## src/rtl/sec_cnt_pkg.sv

```systemverilog
// Shared constants for the seconds BCD counter: digit width, default
// modulus and scan divider, active-low 7-segment codes {g,f,e,d,c,b,a}.
package sec_cnt_pkg;

  localparam int BCD_W        = 4;
  localparam int DEF_MOD      = 60;
  localparam int DEF_SCAN_DIV = 100;

  localparam logic [6:0] SEG_0     = 7'b1000000;
  localparam logic [6:0] SEG_1     = 7'b1111001;
  localparam logic [6:0] SEG_2     = 7'b0100100;
  localparam logic [6:0] SEG_3     = 7'b0110000;
  localparam logic [6:0] SEG_4     = 7'b0011001;
  localparam logic [6:0] SEG_5     = 7'b0010010;
  localparam logic [6:0] SEG_6     = 7'b0000010;
  localparam logic [6:0] SEG_7     = 7'b1111000;
  localparam logic [6:0] SEG_8     = 7'b0000000;
  localparam logic [6:0] SEG_9     = 7'b0010000;
  localparam logic [6:0] SEG_BLANK = 7'b1111111;

  // Which digit the multiplexed display is currently driving.
  typedef enum logic {
    SLOT_UNITS = 1'b0,
    SLOT_TENS  = 1'b1
  } slot_e;

endpackage

```

## src/rtl/bcd_to_7seg.sv

```systemverilog
// BCD digit to active-low 7-segment decoder; codes 10-15 blank the digit.
module bcd_to_7seg
  import sec_cnt_pkg::*;
(
  input  logic [BCD_W-1:0] i_digit,
  output logic [6:0]       o_seg
);

  // Pure lookup from digit value to segment pattern.
  always_comb begin
    // NOTE: every output of a combinational block gets a default first so no path can infer a latch.
    o_seg = SEG_BLANK;
    case (i_digit)
      4'd0:    o_seg = SEG_0;
      4'd1:    o_seg = SEG_1;
      4'd2:    o_seg = SEG_2;
      4'd3:    o_seg = SEG_3;
      4'd4:    o_seg = SEG_4;
      4'd5:    o_seg = SEG_5;
      4'd6:    o_seg = SEG_6;
      4'd7:    o_seg = SEG_7;
      4'd8:    o_seg = SEG_8;
      4'd9:    o_seg = SEG_9;
      default: o_seg = SEG_BLANK;
    endcase
  end

endmodule

```

## src/rtl/sec_bcd_counter.sv

```systemverilog
// Modulo-MOD BCD seconds counter ticked by a synchronised 1 Hz input, with a
// two-digit multiplexed 7-segment display driver.
// Optional feature: define SEC_BCD_UPDOWN_EN to honour up_dn (down counting);
// without it the counter only counts up and up_dn is ignored.
module sec_bcd_counter
  import sec_cnt_pkg::*;
#(
  parameter int MOD      = DEF_MOD,
  parameter int SCAN_DIV = DEF_SCAN_DIV
) (
  input  logic       clk_ht,
  input  logic       rst_n,
  input  logic       clk_1hz,
  input  logic       en,
  input  logic       up_dn,
  input  logic       load,
  input  logic [7:0] load_val,
  output logic [7:0] count_bcd,
  output logic       carry,
  output logic [6:0] seg,
  output logic [1:0] dig_sel
);

  localparam logic [BCD_W-1:0] MAX_TENS  = BCD_W'((MOD - 1) / 10);
  localparam logic [BCD_W-1:0] MAX_UNITS = BCD_W'((MOD - 1) % 10);
  localparam int               SCAN_W    = (SCAN_DIV > 1) ? $clog2(SCAN_DIV) : 1;
  localparam logic [SCAN_W-1:0] SCAN_LAST = SCAN_W'(SCAN_DIV - 1);

  // ---------------------------------------------------------------- tick
  logic       r_sync1;
  logic       r_sync2;
  logic       r_hist;
  logic [1:0] r_fill;
  logic       r_armed;
  logic       w_tick;

  // r_fill marks when r_sync2 holds a real post-reset sample; r_armed then
  // requires one genuine low sample, so a clk_1hz already high at reset
  // release cannot masquerade as a rising edge.
  assign w_tick = r_sync2 & ~r_hist & r_armed;

  // Synchronise clk_1hz into the clk_ht domain and keep one cycle of history.
  always_ff @(posedge clk_ht or negedge rst_n) begin
    if (!rst_n) begin
      r_sync1 <= 1'b0;
      r_sync2 <= 1'b0;
      r_hist  <= 1'b0;
      r_fill  <= 2'b00;
      r_armed <= 1'b0;
    end else begin
      // NOTE: sequential state uses non-blocking assignments so every flop samples pre-edge values.
      r_sync1 <= clk_1hz;
      r_sync2 <= r_sync1;
      r_hist  <= r_sync2;
      r_fill  <= {r_fill[0], 1'b1};
      r_armed <= r_armed | (r_fill[1] & ~r_sync2);
    end
  end

  // ---------------------------------------------------------------- count
  logic [BCD_W-1:0] r_tens;
  logic [BCD_W-1:0] r_units;
  logic             r_carry;
  logic [BCD_W-1:0] w_ld_tens;
  logic [BCD_W-1:0] w_ld_units;
  logic [7:0]       w_ld_bin;
  logic             w_ld_ok;
  logic [BCD_W-1:0] w_next_tens;
  logic [BCD_W-1:0] w_next_units;
  logic             w_next_wrap;

  assign w_ld_tens  = load_val[7:4];
  assign w_ld_units = load_val[3:0];
  assign w_ld_bin   = {4'd0, w_ld_tens} * 8'd10 + {4'd0, w_ld_units};
  assign w_ld_ok    = (w_ld_tens <= 4'd9) && (w_ld_units <= 4'd9) && (w_ld_bin < 8'(MOD));

`ifdef SEC_BCD_UPDOWN_EN
  // Next count value one BCD step in the selected direction, with wrap flag.
  always_comb begin
    w_next_tens  = r_tens;
    w_next_units = r_units;
    w_next_wrap  = 1'b0;
    if (up_dn) begin
      if (r_tens == MAX_TENS && r_units == MAX_UNITS) begin
        w_next_tens  = '0;
        w_next_units = '0;
        w_next_wrap  = 1'b1;
      end else if (r_units == 4'd9) begin
        w_next_tens  = r_tens + 4'd1;
        w_next_units = '0;
      end else begin
        w_next_units = r_units + 4'd1;
      end
    end else begin
      if (r_tens == '0 && r_units == '0) begin
        w_next_tens  = MAX_TENS;
        w_next_units = MAX_UNITS;
        w_next_wrap  = 1'b1;
      end else if (r_units == '0) begin
        w_next_tens  = r_tens - 4'd1;
        w_next_units = 4'd9;
      end else begin
        w_next_units = r_units - 4'd1;
      end
    end
  end
`else
  logic w_unused_up_dn;
  assign w_unused_up_dn = up_dn;

  // Next count value one BCD step up, with wrap flag.
  always_comb begin
    w_next_tens  = r_tens;
    w_next_units = r_units;
    w_next_wrap  = 1'b0;
    if (r_tens == MAX_TENS && r_units == MAX_UNITS) begin
      w_next_tens  = '0;
      w_next_units = '0;
      w_next_wrap  = 1'b1;
    end else if (r_units == 4'd9) begin
      w_next_tens  = r_tens + 4'd1;
      w_next_units = '0;
    end else begin
      w_next_units = r_units + 4'd1;
    end
  end
`endif

  // Count register: load beats an enabled tick; carry pulses only on wrap.
  always_ff @(posedge clk_ht or negedge rst_n) begin
    if (!rst_n) begin
      r_tens  <= '0;
      r_units <= '0;
      r_carry <= 1'b0;
    end else if (load) begin
      r_tens  <= w_ld_ok ? w_ld_tens  : '0;
      r_units <= w_ld_ok ? w_ld_units : '0;
      r_carry <= 1'b0;
    end else if (w_tick && en) begin
      r_tens  <= w_next_tens;
      r_units <= w_next_units;
      r_carry <= w_next_wrap;
    end else begin
      r_carry <= 1'b0;
    end
  end

  assign count_bcd = {r_tens, r_units};
  assign carry     = r_carry;

  // ---------------------------------------------------------------- display
  logic [SCAN_W-1:0] r_scan_cnt;
  slot_e             r_slot;
  logic [6:0]        r_seg;
  logic [1:0]        r_dig_sel;
  logic              w_scan_wrap;
  slot_e             w_next_slot;
  logic [BCD_W-1:0]  w_digit;
  logic [6:0]        w_seg;

  assign w_scan_wrap = (r_scan_cnt == SCAN_LAST);
  assign w_next_slot = w_scan_wrap ? ((r_slot == SLOT_UNITS) ? SLOT_TENS : SLOT_UNITS) : r_slot;
  assign w_digit     = (w_next_slot == SLOT_TENS) ? r_tens : r_units;

  bcd_to_7seg u_dec (
    .i_digit (w_digit),
    .o_seg   (w_seg)
  );

  // Scan divider and digit slot; seg and dig_sel are registered together.
  always_ff @(posedge clk_ht or negedge rst_n) begin
    if (!rst_n) begin
      r_scan_cnt <= '0;
      r_slot     <= SLOT_UNITS;
      r_seg      <= SEG_0;
      r_dig_sel  <= 2'b10;
    end else begin
      r_scan_cnt <= w_scan_wrap ? '0 : r_scan_cnt + SCAN_W'(1);
      r_slot     <= w_next_slot;
      r_seg      <= w_seg;
      r_dig_sel  <= (w_next_slot == SLOT_UNITS) ? 2'b10 : 2'b01;
    end
  end

  assign seg     = r_seg;
  assign dig_sel = r_dig_sel;

endmodule

```

## config.mk

```make
export PLATFORM = sky130hd
export DESIGN_NAME = sec_bcd_counter
export DESIGN_NICKNAME = d
export VERILOG_FILES = /design/src/rtl/sec_cnt_pkg.sv /design/src/rtl/bcd_to_7seg.sv /design/src/rtl/sec_bcd_counter.sv
export SDC_FILE = /design/constraint.sdc
export NUM_CORES = 1
export LEC_CHECK = 0
export BUFFER_PORTS_ARGS = -buffer_cell sky130_fd_sc_hd__clkbuf_2
export CAP_MARGIN = 5
export CORE_ASPECT_RATIO = 1.5
export CORE_MARGIN = 4
export CORE_UTILIZATION = 60
export CTS_CLUSTER_SIZE = 8
export DETAILED_ROUTE_END_ITERATION = 16
export PLACE_DENSITY = 0.92
export SLEW_MARGIN = 40
export SYNTH_ARGS = -nofsm -noshare
export SYNTH_HDL_FRONTEND = slang
export SYNTH_SLANG_ARGS = --single-unit
```

## constraint.sdc

```tcl
create_clock -name clk_ht -period 3.53 [get_ports clk_ht]
set_input_delay 0.353 -clock clk_ht [delete_from_list [all_inputs] [get_ports clk_ht]]
set_output_delay 0.353 -clock clk_ht [all_outputs]
set_load 0.1 [all_outputs]
```

# Word level (Yosys, flattened, before mapping)
# Memory sizes are Yosys's and may differ from the RTL's. A register that Yosys moved wholly into a read port is not among the register bits.
# Index checks and enable logic that the tools add are counted.
# W data, S select, Z words.
word_totals:
  ff_bits: 25
  rom_bits: 112
  in_bits: 14
  elab_cells: 55
  memories: 1
mem_list:
  columns: ["name", "words", "word_bits", "read_ports", "rd_clocked_by_memory_dff", "write_ports", "line_no", "rtl"]
  rows:
  - ["(name not given)", 16, 7, 1, 1, 0, "bcd_to_7seg.sv:13", "case (i_digit)"]
op_classes:
  add_sub_neg: 4
  n_mul: 1
  order_cmp: 3
  eq_ne: 3
  muxes: 18
  n_bitwise: 6
  reduce_logical: 8
op_table:
  columns: ["op", "count"]
  rows:
  - ["$mux W4", 11]
  - ["$add A4 B1 Y4 const B", 2]
  - ["$add A8 B4 Y8", 1]
  - ["$le A4 B4 Y1 const B", 2]
  - ["$lt A8 B6 Y1 const B", 1]
  - ["$add A7 B1 Y7 const B", 1]
  - ["$eq A7 B7 Y1 const B", 1]
  - ["$mul A4 B3 Y7 const B", 1]
  - ["$mux W7", 1]
  - ["$mux W1", 5]
  - ["$eq A4 B3 Y1 const B", 1]
  - ["$eq A4 B4 Y1 const B", 1]
  - ["$logic_and A1 B1 Y1", 4]
  - ["$and A1 B1 Y1", 3]
  - ["$reduce_bool A3 Y1", 1]
  - ["$mux W2", 1]
  - ["$not A1 Y1", 2]
  - ["$reduce_and A2 Y1", 1]
  - ["$reduce_bool A2 Y1", 1]
  - ["$logic_not A1 Y1", 1]
  - ["$or A1 B1 Y1", 1]

# Depth between registers and ports, before layout
# Gate-level depths: netlist of run 1.
logic_depth:
  depth_word: 6
  depth_mapped: 11
  ltp_nobuf: 10

# Cells and area by module
# From an unflattened synthesis of run 1, not the netlist that was laid out.
unflattened:
  cells_unflattened: 186
  area_unflattened_um2: 1870.5
modules_own_cells:
  columns: ["module", "instances", "cells_per_inst", "area_each_um2", "seq_area_each_um2"]
  rows:
  - ["sec_bcd_counter", 1, 153, 1660.3, 778.2]
  - ["bcd_to_7seg", 1, 33, 210.2, 0.0]

# Worst setup path before layout of run 1
# Ideal clock, no wire load.
synth_path:
  path_kind: "input to register"
  startpoint: "in load_val[5]"
  endpoint: "reg r_tens[2]"
  t_arrival_ns: 2.481
  t_required_ns: 3.464
  path_slack_ns: 0.983
  path_stages: 9
  n_path_buf: 0
  cell_sequence: "ha_1 ha_1 fa_1 nand2_1 a2111oi_0 a311oi_1 a31oi_1 o311a_1 a221o_1"
synth_via:
  elab_chain_cells: 6
synth_rtl:
  columns: ["item", "line_no", "rtl"]
  rows:
  - ["start, declared", "sec_bcd_counter.sv:17", "input logic [7:0] load_val,"]
  - ["$mul A4 B3 Y7", "sec_bcd_counter.sv:74", "assign w_ld_bin = {4'd0, w_ld_tens} * 8'd10 + {4'd0, w_ld_units};"]
  - ["$add A8 B4 Y8", "sec_bcd_counter.sv:74", null]
  - ["$lt A8 B6 Y1", "sec_bcd_counter.sv:75", "assign w_ld_ok = (w_ld_tens <= 4'd9) && (w_ld_units <= 4'd9) && (w_ld_bin < 8'(MOD));"]
  - ["$logic_and A1 B1 Y1 *", "sec_bcd_counter.sv:75", null]
  - ["$mux W4 *", "sec_bcd_counter.sv:136", "r_tens <= w_ld_ok ? w_ld_tens : '0;"]
  - ["$mux W4 *", "sec_bcd_counter.sv:135", "end else if (load) begin"]
  - ["end signal, assigned", "sec_bcd_counter.sv:136", null]
  - ["end signal, assigned", "sec_bcd_counter.sv:140", "r_tens <= w_next_tens;"]
  - ["end, declared", "sec_bcd_counter.sv:61", "logic [BCD_W-1:0] r_tens;"]
# Every way passes the cells marked *; elsewhere a longest branch is shown, timed or not.
# A chain may end at the register's enable or synchronous reset.

# Final worst setup path of run 1
layout_path:
  startpoint: "in load_val[5]"
  endpoint: "reg r_units[0]"
layout_via:
  elab_chain_cells: 6
layout_rtl:
  columns: ["item", "line_no", "rtl"]
  rows:
  - ["$mul A4 B3 Y7", "sec_bcd_counter.sv:74", null]
  - ["$add A8 B4 Y8", "sec_bcd_counter.sv:74", null]
  - ["$lt A8 B6 Y1", "sec_bcd_counter.sv:75", null]
  - ["$logic_and A1 B1 Y1 *", "sec_bcd_counter.sv:75", null]
  - ["$mux W4 *", "sec_bcd_counter.sv:137", "r_units <= w_ld_ok ? w_ld_units : '0;"]
  - ["$mux W4 *", "sec_bcd_counter.sv:135", null]
  - ["end signal, assigned", "sec_bcd_counter.sv:137", null]
  - ["end signal, assigned", "sec_bcd_counter.sv:141", "r_units <= w_next_units;"]
  - ["end, declared", "sec_bcd_counter.sv:62", "logic [BCD_W-1:0] r_units;"]
# Marks and branches as above.

==> summary.txt, run 1 <==
Status
  – Status: completed

Floorplan
  – Std cell rows: 24
  – Die Wd: 53.8 microns
  – I/O pin cnt: 32
  – Chip height: 76.7 microns
  – Core Region: 2970 sq um
  – Initial Util: 63.5%
  – Die area: 4120 sq um

Yosys
  – Syn_area_per_cell: 10.5 sq um
  – Yosys cell types: 56
  – FF+latch count, synth: 31
  – Post-Syn Instances: 179
  – Largest area contributor in the netlist: dfrtp_1
  – Top post-synthesis cells by area: dfrtp_1 (38%), ha_1 (11%), a21oi_1 (2.9%)
  – EDFF count, synth: 0
  – Post-Syn Nets: 211
  – Top FF cell, synth: dfrtp_1
  – Async SR Flop Fraction: 100%
  – Syn. warnings: 0
  – Synth Cell Area: 1890 sq um
  – Post-synthesis sequential area ratio: 41.2%
  – Synth top area share: 38.5%

Place
  – # placed instances: 243
  – PortBufs: 30
  – GP Congestion: 0.844
  – Post-DP HPWL: 3090 microns

Worst setup path
  – Critical setup path kind: in -> reg
  – CP Cell Sequence: clkbuf_2 > ha_1 > ha_1 > fa_1 > nand2_1 > a2111oi_0 > a311oi_1 > a31oi_1 > o311a_1 > a221o_1
  – Crit path top cell by count: ha_1
  – CP peak stage delay: 0.52 ns
  – Reg2Reg Depth: 8
  – CP required: 3.75 ns
  – Critical-path top delay cell: fa_1
  – Critical Path End Type: flop
  – Max FO, Critical Path: 7
  – Worst path arrival time: 2.97 ns
  – CP Launch Type: input pin

STA
  – Final worst path period share: 78.0%
  – Clock Skew: 0.00155 ns
  – Worst slew pin tran: 0.670 ns
  – Worst slew margin: 55.4%
  – RSZ-0062 raised after global routing: no
  – Fin. max-slew vios: 0
  – Final setup TNS: 0 ns
  – Final Hold Viols: 0
  – Final min period: 2.75 ns
  – Max Clk Rate: 363 MHz
  – Final Hold Slack: 0.101 ns
  – Setup violators final: 0

GRT
  – Gr usage total: 22.3%
  – First-pass GRT wire length: 6840 microns
  – Congestion Overflow GR: 0
  – Initial antenna violation count: 0
  – Largest net degree at the start of global routing: 32
  – Vias in the first global route: 1537

Power
  – Net switching power: 0.740 mW
  – Sw Ratio: 48.5%
  – Clk network pwr share: 23.4%
  – Pwr dens: 703 nW/um^2
  – Logic pwr share: 45.3%
  – Reg power frac: 31.3%
  – Pint: 0.785 mW
  – Peak VDD IR: 0.594 mV
  – Pleak: 1.03 nW

Route
  – Starting DRT DRC Count: 44
  – Wirelength per Cell: 16.0 microns
  – Total wire length: 4030 microns
  – Final antenna-violating net count: 0
  – Vias: 1504
  – DRT Pass-1 Iters: 4
  – DRC: 0
  – Via density: 5.99

Layout
  – Finished Layout Cells: 251
  – P&R area growth vs syn: 15.1%
  – Fillers: 209
  – Layout cells sized above 1: 25.5%
  – Final nets: 243
  – N_diodes: 0
  – Most frequent cells in the layout: dfrtp_1 (29), clkbuf_2 (29), ha_1 (16), nand2_1 (14), a21oi_1 (11)

Clock network
  – Number of buffers created by CTS: 5
  – Sink Count: 31
  – Worst-path clk slew: 0.06 ns
  – Clk_lat worst skew: 0.28 ns
  – # hold bufs at CTS: 0
  – Post-cts sizing count: 0
  – Maximum root-to-sink buffer count: 2
  – CTS tree: built
  – # Post-CTS Setup Buffers: 0
  – Root buffer cell: clkbuf_8
  – H-tree levels: 2

Worst hold path
  – Hold Crit Class: in -> async

Flow run
  – Max-cap check violation count: 0
through the flow:
step / power (mW) / cell area (sq um) / worst slack, ns / utilization, %
final: 1.53 / 2170 / 0.777 / 73.0
after global routing: 1.59 / 2170 / 0.628 / 73.0
after CTS: 1.53 / 2170 / 0.797 / 73.0
after detailed placement: 1.17 / 2050 / 0.495 / 69.1
after global placement: 1.15 / 2050 / 0.604 / 69.1
after floorplan: 1.04 / 1890 / 0.983 / -
cell families (layout without fill, tap and decap cells):
logic type | Yosys count | after routing | synth area share [%]
AO/OA/AOI/OAI | 47 | 47 | 17.5
XOR/XNOR | 8 | 8 | 4.71
adder cells (fa/ha/maj) | 19 | 19 | 13.3
buffers and inverters | 15 | 48 | 3.71
flip-flops | 31 | 31 | 41.2
multiplexers | 6 | 6 | 4.64
other | 1 | 1 | 0.199
AND/OR/NAND/NOR | 52 | 52 | 14.7
registers in the layout, summed over array words and instances (netlist names), 2 cells and up:
signal,flops
dig_sel,2
r_fill,2
r_scan_cnt,7
r_tens,4
r_units,4
seg,7
final timing paths:
kind / start / end / slack (ns)
hold reg to reg: r_sync1 / r_sync2 / 0.35
min in group clk_ht: clk_1hz / r_sync1 / 0.18
max in group asynchronous: rst_n / r_tens[3] / 2.99
setup reg to reg: r_scan_cnt[0] / seg[1] / 0.92
hold / removal: rst_n / r_scan_cnt[2] / 0.10
setup / recovery: load_val[5] / r_units[0] / 0.78
Yosys cell counts, drive strengths merged (3+ instances only):
| cell type | instances |
|---|---|
| dfrtp | 29 |
| xnor2 | 5 |
| a21oi | 11 |
| mux2i | 4 |
| a221o | 5 |
| a31oi | 6 |
| nor2 | 11 |
| buf | 3 |
| nor3 | 4 |
| nand2 | 15 |
| xor2 | 3 |
| o21ai | 8 |
| inv | 10 |
| ha | 16 |
| nor2b | 4 |
| nand3 | 4 |
| a21o | 3 |
layout make-up:
class                      count  area, sq um  area share [%]
multi-input combinational    133         1040            47.8
sequential                    31          778            35.9
timing repair buffer          30          150            6.92
clock buffer                   6         82.6            3.80
tap                           39         48.8            2.25
inverter                      10         37.5            1.73
clock inverter                 2         35.0            1.61
power groups by stage:
stage,registers (mW),logic [mW],clock network (mW)
6_report,0.478,0.690,0.357
4_1_cts,0.478,0.692,0.357
3_5_place_dp,0.484,0.686,0
5_1_grt,0.487,0.726,0.379
2_1_floorplan,0.841,0.198,0
3_3_place_gp,0.481,0.671,0
worst max-delay path, delay by kind of cell:
family	cells	cell delay [ns]
AOI/OAI and AO/OA	5	1.34
adders and majority gates	3	1.05
buffers and inverters	1	0.14
and+or+nand+nor	1	0.09
per-layer routing:
layer	GRT usage, %	part of all wire (%)
met5	0	0
met4	12.0	3.7
met3	3.68	4.1
met2	39.7	57
met1	23.3	35
No activity file was read; power rests on OpenSTA's default activity.
==> inputs of run 2 (changes only) <==
ABC_AREA = 1   (was unset)
CORE_UTILIZATION = 51   (was 60)
PLACE_DENSITY = 0.84   (was 0.92)
clock period = 2.44 ns   (was 3.53 ns; I/O delays follow)
==> run 2 against run 1 <==
Global-route usage is 5.7 points lower. Non-clock buffer count rose by 1. Critical endpoint is now r_tens[0]. Setup slack worse by 0.43 ns. Clock-buffer cell count is the same. Utilization fell by 12 points. Synthesized area is 9.4% higher. Die area increased by 25%. Register-to-register slack got worse by 0.51 ns. Final cell count rose by 35%. Largest power group unchanged. Synthesized cell count increased by 44%. Wire length decreased by 6.4%. Largest cell class unchanged. Combinational power rose by 49%. Highest routed layer unchanged. The flow now finishes with violations (negative hold slack).
==> summary.txt, run 2 <==
Status
  – Status: complete, but fails checks
  – Failing checks: negative hold slack

Clock network
  – # Post-CTS Setup Buffers: 0
  – Post-cts sizing count: 0
  – # hold bufs at CTS: 0
  – H-tree levels: 2
  – Number of buffers created by CTS: 5
  – CTS tree: built
  – Maximum root-to-sink buffer count: 2
  – Clk_lat worst skew: 0.28 ns
  – Sink Count: 31
  – Worst-path clk slew: 0.07 ns
  – Root buffer cell: clkbuf_8

STA
  – RSZ-0062 raised after global routing: no
  – Final setup TNS: 0 ns
  – Max Clk Rate: 478 MHz
  – Final WS setup: 0.347 ns
  – Fin. max-slew vios: 0
  – Final Hold Slack: -0.00929 ns
  – Final Hold Viols: 16
  – Worst slew pin tran: 0.675 ns
  – Clock Skew: 0.00672 ns
  – Worst slew margin: 55.0%
  – Final min period: 2.09 ns
  – Setup violators final: 0
  – Final worst path period share: 85.8%

Layout
  – Layout cells sized above 1: 22.0%
  – Final nets: 326
  – P&R area growth vs syn: 15.5%
  – Fillers: 361
  – N_diodes: 0
  – Most common cell after layout, fill and taps aside: nand2_1
  – Most frequent cells in the layout: nand2_1 (55), inv_1 (42), dfrtp_1 (29), clkbuf_2 (29), nor2_1 (22)

Floorplan
  – Initial Util: 52.6%
  – Chip height: 85.9 microns
  – Std cell rows: 28
  – Core Region: 3920 sq um
  – I/O pin cnt: 32
  – Die area: 5150 sq um
  – Die Wd: 60.0 microns

Place
  – PortBufs: 30
  – Post-DP HPWL: 3020 microns
  – Pre-CTS setup slack: 0.0546 ns
  – GP Congestion: 0.809

Worst setup path
  – Count of buffer and inverter cells on the critical path: 1
  – Max FO, Critical Path: 8
  – CP Launch Type: input pin
  – CP peak stage delay: 0.57 ns
  – CP Cell Sequence: clkbuf_2 > ha_1 > ha_1 > fa_1 > nand2_1 > nor2_1 > nand2_1 > nand2_1 > nor2_1 > nor2_4 > nand4_1 > a21oi_1
  – Crit path top cell by count: nand2_1
  – Worst path arrival time: 2.30 ns
  – Critical setup path kind: in -> reg
  – CP required: 2.65 ns
  – Origin of the worst setup path: load_val[7]
  – Crit-path leading delay family: adder cells
  – Worst r2r src: r_scan_cnt[0]
  – Critical Path End Type: flop
  – Critical-path top delay cell: fa_1

Yosys
  – Post-synthesis compound-gate area fraction: 6.12%
  – Largest area contributor in the netlist: dfrtp_1
  – Post-synthesis sequential area ratio: 37.7%
  – Most common cell in the netlist: nand2_1
  – Top post-synthesis cells by area: dfrtp_1 (35%), nand2_1 (10%), ha_1 (9.7%)
  – FF+latch count, synth: 31
  – Synth top cells by count: nand2_1 (55), inv_1 (42), dfrtp_1 (29), nor2_1 (22), nand3_1 (18)
  – Synth Cell Area: 2060 sq um
  – Post-Syn Nets: 290
  – Synth top area share: 35.2%
  – Syn_area_per_cell: 8.00 sq um
  – Syn. warnings: 0
  – Mux cell area share after synthesis: 0%
  – Post-Syn Instances: 258
  – EDFF count, synth: 0
  – Yosys cell types: 30
  – Post-synthesis adder-cell area fraction: 11.6%
  – Synth Area in Simple Gates: 32.0%
  – Top FF cell, synth: dfrtp_1
  – Async SR Flop Fraction: 100%
  – Largest family of logic cells by synthesized area: simple AND/OR/NAND/NOR gates
  – Post-synthesis xor/xnor area fraction: 3.39%

Route
  – Top routing layer used: met4
  – Final antenna-violating net count: 0
  – Met2 WL: 2160 microns
  – Wl on met1: 1320 microns
  – DRC: 0
  – Total wire length: 3770 microns
  – Starting DRT DRC Count: 47
  – DRT Pass-1 Iters: 4
  – Via density: 4.99
  – Vias: 1695
  – Wire length on met3: 226 microns
  – Wirelength per Cell: 11.1 microns

Power
  – Net switching power: 1.08 mW
  – Sw Ratio: 49.0%
  – Pwr dens: 925 nW/um^2
  – Reg power frac: 30.0%
  – Peak VDD IR: 1.07 mV
  – Logic pwr share: 46.5%
  – Pleak: 1.31 nW
  – Pint: 1.13 mW
  – Clk network pwr share: 23.4%

GRT
  – Largest net degree at the start of global routing: 32
  – Initial antenna violation count: 0
  – Gr usage total: 16.6%
  – Vias in the first global route: 1553
  – First-pass GRT wire length: 6580 microns
  – Congestion Overflow GR: 0

Worst hold path
  – Hold Crit Class: in -> async

Flow run
  – Max-cap check violation count: 0
==> run 2: cell count changes after synthesis, moves of 6 or more <==
| cell | before | now |
|---|---|---|
| nand2_4 | 0 | 6 |
| nand2_1 | 14 | 55 |
| a31oi_1 | 6 | 0 |
| nand4_1 | 2 | 11 |
| inv_1 | 10 | 42 |
| nor2_1 | 10 | 22 |
| nand3_1 | 4 | 18 |
| nand2_2 | 1 | 9 |
==> run 2: power groups by stage <==
| stage | sequential (mW) | clock [mW] | combinational, mW |
|---|---|---|---|
| after floorplan | 1.21 | 0 | 0.313 |
| after global placement | 0.671 | 0 | 1.01 |
| after detailed placement | 0.674 | 0 | 1.03 |
| after CTS | 0.664 | 0.528 | 1.03 |
| after global routing | 0.672 | 0.551 | 1.11 |
| final | 0.662 | 0.517 | 1.03 |
==> run 2: worst paths after layout <==
check / to / slack (ns) / cells past startpoint
hold / removal: r_scan_cnt[4] / -0.009 / 1
min in group clk_ht: r_sync1 / 0.07 / 1
setup reg to reg: seg[5] / 0.41 / 14
max in group asynchronous: r_fill[1] / 2.01 / 1
hold reg to reg: r_sync2 / 0.36 / 0
setup / recovery: r_tens[0] / 0.35 / 12
==> run 2: metal layers <==
layer,track usage [%],vias up
li1,-,880
met1,16.8,780
met2,30.7,30
met3,4.97,5
met4,6.05,0
met5,0,-
==> run 2: cell type report <==
cell class,instances,area [sq um],area share [%]
Clock inverter,2,35.0,1.47
Inverter,45,174,7.29
Multi-Input combinational cell,180,1100,46.2
Timing Repair Buffer,31,158,6.61
Sequential cell,31,778,32.6
Tap cell,45,56.3,2.36
Clock buffer,6,82.6,3.46
==> run 2: cells by family after synthesis <==
group	count (synthesis)
AOI/OAI and AO/OA	22
xor gates and xnor gates	8
adders and majority gates	18
buffers and inverters	47
DFF	31
other	1
and+or+nand+nor	131
==> run 2: per-stage QoR <==
stage               std cells  instance area, sq um  total power [mW]  utilization, %
floorplan                 258                  2060              1.53               -
finish                    340                  2380              2.21            60.8
global route              340                  2380              2.33            60.8
CTS                       340                  2380              2.23            60.8
detailed placement        332                  2270              1.70            57.8
global placement          332                  2270              1.68            57.8
